`config.mk`:
```
export PLATFORM = sky130hd
export DESIGN_NAME = tcam_req_ctrl
export DESIGN_NICKNAME = d
export VERILOG_FILES = /design/src/rtl/tcam_pkg.sv /design/src/rtl/tcam_req_ctrl.sv
export SDC_FILE = /design/constraint.sdc
export NUM_CORES = 1
export LEC_CHECK = 0
export BUFFER_PORTS_ARGS = -buffer_cell sky130_fd_sc_hd__buf_2
export CORE_UTILIZATION = 27
export DETAILED_ROUTE_END_ITERATION = 7
export GPL_TIMING_DRIVEN = 1
export PLACE_DENSITY = 0.61
export SLEW_MARGIN = 0
export SYNTH_ARGS = -nofsm -noshare
export SYNTH_HDL_FRONTEND = slang
export SYNTH_SLANG_ARGS = --single-unit
```
`constraint.sdc`:
```
create_clock -name in_clk -period 1.71 [get_ports in_clk]
set_input_delay 0.342 -clock in_clk [delete_from_list [all_inputs] [get_ports in_clk]]
set_output_delay 0.342 -clock in_clk [all_outputs]
set_load 0.05 [all_outputs]
```
`src/rtl/tcam_pkg.sv`:
```
// Shared types and TCAM pin widths for the TCAM request sequencer.
package tcam_pkg;

    localparam int TCAM_ADDR_W = 28;
    localparam int TCAM_DATA_W = 32;
    localparam int TCAM_MASK_W = 4;
    localparam int TCAM_PMA_W  = 6;

    typedef enum logic [1:0] {
        IDLE  = 2'd0,
        ISSUE = 2'd1,
        WAIT  = 2'd2,
        RESP  = 2'd3
    } state_e;

    typedef enum logic {
        OP_WRITE  = 1'b0,
        OP_SEARCH = 1'b1
    } op_e;

endpackage

```
`src/rtl/tcam_req_ctrl.sv`:
```
// Single-outstanding command sequencer driving the TCAM pins for one cycle,
// then capturing the PMA after a fixed access latency.
module tcam_req_ctrl
    import tcam_pkg::*;
#(
    parameter int ACC_LAT = 1,
    parameter int CNT_W   = 16
) (
    input  logic                   in_clk,
    input  logic                   in_rst_n,
    input  logic                   in_cmd_valid,
    output logic                   out_cmd_ready,
    input  logic                   in_cmd_op,
    input  logic [TCAM_ADDR_W-1:0] in_cmd_addr,
    input  logic [TCAM_DATA_W-1:0] in_cmd_wdata,
    input  logic [TCAM_MASK_W-1:0] in_cmd_wmask,
    output logic                   out_resp_valid,
    input  logic                   in_resp_ready,
    output logic                   out_resp_op,
    output logic [TCAM_PMA_W-1:0]  out_resp_pma,
    output logic                   out_tcam_csb,
    output logic                   out_tcam_web,
    output logic [TCAM_MASK_W-1:0] out_tcam_wmask,
    output logic [TCAM_ADDR_W-1:0] out_tcam_addr,
    output logic [TCAM_DATA_W-1:0] out_tcam_wdata,
    input  logic [TCAM_PMA_W-1:0]  in_tcam_pma,
    output logic [CNT_W-1:0]       out_search_cnt,
    output logic [CNT_W-1:0]       out_write_cnt
);

    state_e                 state_q, state_d;
    op_e                    op_q, op_d;
    logic [TCAM_ADDR_W-1:0] addr_q, addr_d;
    logic [TCAM_DATA_W-1:0] wdata_q, wdata_d;
    logic [3:0]             wait_q, wait_d;
    logic                   cmd_ready_q, cmd_ready_d;
    logic                   resp_valid_q, resp_valid_d;
    op_e                    resp_op_q, resp_op_d;
    logic [TCAM_PMA_W-1:0]  resp_pma_q, resp_pma_d;
    logic                   csb_q, csb_d;
    logic                   web_q, web_d;
    logic [TCAM_MASK_W-1:0] tcam_wmask_q, tcam_wmask_d;
    logic [CNT_W-1:0]       search_cnt_q, search_cnt_d;
    logic [CNT_W-1:0]       write_cnt_q, write_cnt_d;

    always_comb begin
        state_d      = state_q;
        op_d         = op_q;
        addr_d       = addr_q;
        wdata_d      = wdata_q;
        wait_d       = wait_q;
        cmd_ready_d  = cmd_ready_q;
        resp_valid_d = resp_valid_q;
        resp_op_d    = resp_op_q;
        resp_pma_d   = resp_pma_q;
        search_cnt_d = search_cnt_q;
        write_cnt_d  = write_cnt_q;
        csb_d        = 1'b1;
        web_d        = 1'b1;
        tcam_wmask_d = '0;

        case (state_q)
            IDLE: begin
                // Pin values for the ISSUE cycle are computed here so they
                // leave the block straight from flops.
                if (in_cmd_valid) begin
                    op_d         = op_e'(in_cmd_op);
                    addr_d       = in_cmd_addr;
                    wdata_d      = in_cmd_wdata;
                    csb_d        = 1'b0;
                    web_d        = ~in_cmd_op;
                    tcam_wmask_d = in_cmd_op ? '0 : in_cmd_wmask;
                    cmd_ready_d  = 1'b0;
                    state_d      = ISSUE;
                end
            end
            ISSUE: begin
                wait_d  = 4'(ACC_LAT - 1);
                state_d = WAIT;
            end
            WAIT: begin
                if (wait_q == 4'd0) begin
                    resp_op_d    = op_q;
                    resp_valid_d = 1'b1;
                    state_d      = RESP;
                    if (op_q == OP_SEARCH) begin
                        resp_pma_d   = in_tcam_pma;
                        search_cnt_d = (search_cnt_q == '1) ? search_cnt_q : search_cnt_q + 1'b1;
                    end else begin
                        resp_pma_d  = '0;
                        write_cnt_d = (write_cnt_q == '1) ? write_cnt_q : write_cnt_q + 1'b1;
                    end
                end else begin
                    wait_d = wait_q - 4'd1;
                end
            end
            RESP: begin
                if (in_resp_ready) begin
                    resp_valid_d = 1'b0;
                    cmd_ready_d  = 1'b1;
                    state_d      = IDLE;
                end
            end
            default: state_d = IDLE;
        endcase
    end

    always_ff @(posedge in_clk or negedge in_rst_n) begin
        if (!in_rst_n) begin
            state_q      <= IDLE;
            op_q         <= OP_WRITE;
            addr_q       <= '0;
            wdata_q      <= '0;
            wait_q       <= '0;
            cmd_ready_q  <= 1'b1;
            resp_valid_q <= 1'b0;
            resp_op_q    <= OP_WRITE;
            resp_pma_q   <= '0;
            csb_q        <= 1'b1;
            web_q        <= 1'b1;
            tcam_wmask_q <= '0;
            search_cnt_q <= '0;
            write_cnt_q  <= '0;
        end else begin
            state_q      <= state_d;
            op_q         <= op_d;
            addr_q       <= addr_d;
            wdata_q      <= wdata_d;
            wait_q       <= wait_d;
            cmd_ready_q  <= cmd_ready_d;
            resp_valid_q <= resp_valid_d;
            resp_op_q    <= resp_op_d;
            resp_pma_q   <= resp_pma_d;
            csb_q        <= csb_d;
            web_q        <= web_d;
            tcam_wmask_q <= tcam_wmask_d;
            search_cnt_q <= search_cnt_d;
            write_cnt_q  <= write_cnt_d;
        end
    end

    assign out_cmd_ready  = cmd_ready_q;
    assign out_resp_valid = resp_valid_q;
    assign out_resp_op    = resp_op_q;
    assign out_resp_pma   = resp_pma_q;
    assign out_tcam_csb   = csb_q;
    assign out_tcam_web   = web_q;
    assign out_tcam_wmask = tcam_wmask_q;
    assign out_tcam_addr  = addr_q;
    assign out_tcam_wdata = wdata_q;
    assign out_search_cnt = search_cnt_q;
    assign out_write_cnt  = write_cnt_q;

endmodule
```
==> summary.md <==
| Metric | Value |
|---|---|
| Min setup slack post-route | 0.0215 ns |
| Setup slack of the worst register-to-register path | 0.02 ns |
| Share of synthesized area spent on multiplexers | 0.155 |
| # fillers | 1675 |
| Total power consumption of the routed design | 15.2 mW |
| Number of hold violations in the final report | 0 |
| Status | complete, no violations |
| Number of instances on the worst hold path | 3 |
| Fraction of synthesis flops using an asynchronous set or reset pin | 1.00 |
| DRC | 0 |
| Buffer depth of the longest clock path | 2 |
| Critical Path Fanout Max | 7 |
| Antenna Nets Post-Route | 0 |
| Share of the synthesized area in the top cell type | 0.582 |
| Multi-input combinational cell area | 2050 sq um |
| Max Cap Violations | 0 |
| Via count | 3725 |
| Yosys warns | 0 |
| Kind of start point of the critical path | flop |
| Area growth from synthesis to layout | 51.8% |
| Fraction of the mapped netlist area in adder cells | 0.0183 |
| Main synth FF type | dfrtp_1 |
| Clock network latency to the later pin of the worst-skew pair | about 0.41 ns |
| Area used by sequential logic in the layout | 2900 sq um |
| Commonest cells after routing, fill and taps aside | buf_2 (180), dfrtp_1 (80), mux2_2 (60), buf_4 (44), nand2_1 (32) |
| Clock Sink Count | about 110 |
| Drt wl/cell | between 10 and 15 um |
| Area leader, netlist | dfrtp_1 |
| Static Leakage | ~3.6 nW |
| Cell Pwr Density | 2100 nW/um^2 |
| Class of the most critical setup path | flop to flop |
| End of the worst register-to-register path | out_write_cnt[12] |
| First-pass iteration count of the detailed router | 4 |
| Total global routing overflow | 0 |
| Worst hold start | in_tcam_pma[3] |
| Die width | 135 um |
| Count of cells along the worst register-to-register path | 6 |
| Via count of the first global-routing pass | slightly below 4000 |
| #FFs+latches synth | 114 |
| Normalized max-slew margin | 0.705 |
| Worst r2r src | wait_q[0] |
| Number of DRC violations after detailed-routing iteration 0 | roughly 180 |
| RSZ-0062 raised after global routing | yes |
| Num rows | 48 |
| Number of synthesized flops with an enable pin | 0 |
| TritonCTS clock tree | done |
| Die height | 135 um |
| Routed Wire Length | 12200 um |
| Setup Viol. Count Final | 0 |
| Worst Max-Slew Pin Slew | 0.440 ns |
| Net count after synthesis | 448 |
| Final clock period utilization by the worst path | 0.987 |
| Max-slew violation count | 0 |
| Register clock-pin slew on the reported worst setup and hold paths | 0.06 ns |
| # H-tree levels | 4 |
| Part of the Yosys area used for sequential elements | 0.598 |
| Largest family of logic cells by synthesized area | multiplexers |
| Total of buffers placed on input and output ports | 181 |
| Most common cell after layout, fill and taps aside | buf_2 |
| Cell count after synthesis | approximately 370 |
| Placeable core region | 17300 sq um |
| Last weighted congestion value of the routability-driven placer | 0.786 |
| Mean area per synthesized cell | 13.0 sq um |
| Initial standard-cell utilization of the core | 0.276 |
| Post-detailed-route via-to-cell ratio | 4.43 |
| XOR/XNOR share of the synthesized area | 0.0495 |
| Worst setup slack after placement | -0.218 ns |
| Final setup TNS | 0 ns |
| Final core area utilization | 0.419 |
| Upper clock frequency limit | 592 MHz |
| Largest net degree at the start of global routing | 61 |
| Synth top area cells | dfrtp_1 (58%), mux2_2 (14%), xor2_1 (3.3%) |
| Number of I/O pins | 182 |
| Area of the die | 18200 sq um |
| Worst Skew | 0.00564 ns |
| Layout cell share with drive strength beyond 1 | 0.636 |
| Data arrival at the endpoint of the critical path | 1.98 ns |
| Post-detailed-placement half-perimeter wirelength | 8650 um |
| Simple-gate share of the synthesized area | 0.132 |
| Critical path endpoint category | flop |
| Hold Path End | out_resp_pma[3] |
| Post-synthesis instance area | 4770 sq um |
| Crit path required time | around 2.0 ns |
| Shortest period the worst path allows | around 1.7 ns |
| Peak supply drop | 1130 uV |
| TritonCTS buffer count | 17 |
| Cell at the root of the clock tree | clkbuf_16 |
| Hold WC Path Type | input port to flop |
| Wire length of the first global-routing pass | just under 20000 um |
| Number of antenna violations at the first check in global routing | 1 |
| Unique cell type count in the Yosys netlist | 41 |
| GRT Overall Usage | 0.136 |
| Fraction of the mapped netlist area in compound gates | 0.0283 |
| Nets | 684 |
flip-flops by register name, summed over array words and instances, names as in the netlist:
register,flops
op_q,1
out_cmd_ready,1
out_resp_op,1
out_resp_pma,6
out_resp_valid,1
out_search_cnt,16
out_tcam_addr,28
out_tcam_csb,1
out_tcam_wdata,32
out_tcam_web,1
out_tcam_wmask,4
out_write_cnt,16
state_q,2
wait_q,4
cell type report:
| class | count | area share |
|---|---|---|
| flip-flops and latches | 114 | 0.400 |
| inverters | 8 | 0.00414 |
| diodes | 1 | 0.000345 |
| well taps | 225 | 0.0389 |
| repair buffers | 230 | 0.186 |
| clock inverters | 13 | 0.0252 |
| multi-input cells | 231 | 0.284 |
| clock buffers | 19 | 0.0625 |
kinds of logic (layout without fill, tap and decap cells):
group	after synthesis	in the layout
xor gates and xnor gates	27	27
DFF	114	114
buffers and inverters	21	270
muxes	66	66
adders and majority gates	7	7
AOI/OAI and AO/OA	21	21
and+or+nand+nor	110	110
other	0	1
synth_stat cells (6+ instances only):
cell type    n
buf_2        7
clkbuf_1     6
dfrtp_1    111
ha_1         7
inv_1        8
mux2_2      60
nand2_1     34
nand3_1     14
nand4_1     12
nor2_1       9
nor3_1      11
nor4_1       6
xnor2_1      9
xor2_1      18
how the worst max path moves through the flow:
| stage | from | to | slack (ns) |
|---|---|---|---|
| 2_1_floorplan | out_write_cnt[0] | out_write_cnt[12] | -0.05 |
| 4_1_cts | wait_q[0] | out_write_cnt[12] | -0.03 |
| 3_5_place_dp | state_q[0] | out_write_cnt[12] | -0.22 |
| 6_report | wait_q[0] | out_write_cnt[12] | 0.02 |
| 5_1_grt | state_q[0] | out_write_cnt[12] | -0.08 |
| 3_3_place_gp | state_q[0] | out_write_cnt[12] | -0.15 |
report_power, final:
| group | leakage (nW) | total (mW) | switching, mW | internal, mW |
|---|---|---|---|---|
| registers | 1.38 | 4.32 | 0.599 | 3.73 |
| logic | 1.86 | 7.10 | 4.89 | 2.22 |
| clock network | 0.313 | 3.79 | 1.28 | 2.51 |
| total | 3.55 | 15.2 | 6.76 | 8.46 |
layer usage:
layer | track usage | vias to the layer above | routed length, um
li1 | - | 1779 | -
met1 | 0.153 | 1827 | 4960
met2 | 0.231 | 108 | 6270
met3 | 0.0492 | 11 | 780
met4 | 0.0618 | 0 | 155
met5 | 0 | - | 0
worst max-delay path, cell delays in order (launching register included):
cell	delay [ns]
dfrtp_1	0.37
inv_1	0.11
ha_4	0.14
and4bb_4	0.32
nand2b_4	0.14
nor3_4	0.16
mux2_4	0.32
metrics by stage:
step / instances / instance area, sq um / hold WS [ns]
after floorplan: 366 / 4860 / 0.0464
after global placement: 799 / 6330 / 0.152
after detailed placement: 799 / 6330 / 0.151
after CTS: 833 / 7070 / 0.133
after global routing: 841 / 7250 / 0.139
final: 841 / 7250 / 0.157
repair_timing:
action,CTS,global route
setup buffers,1,6
endpoints found under the setup margin,28,60
hold buffers,1,0
resized for setup,17,17
pin swaps,3,8
hold endpoints to repair,111,0
gates cloned,0,1
No activity file was read; power rests on OpenSTA's default activity.
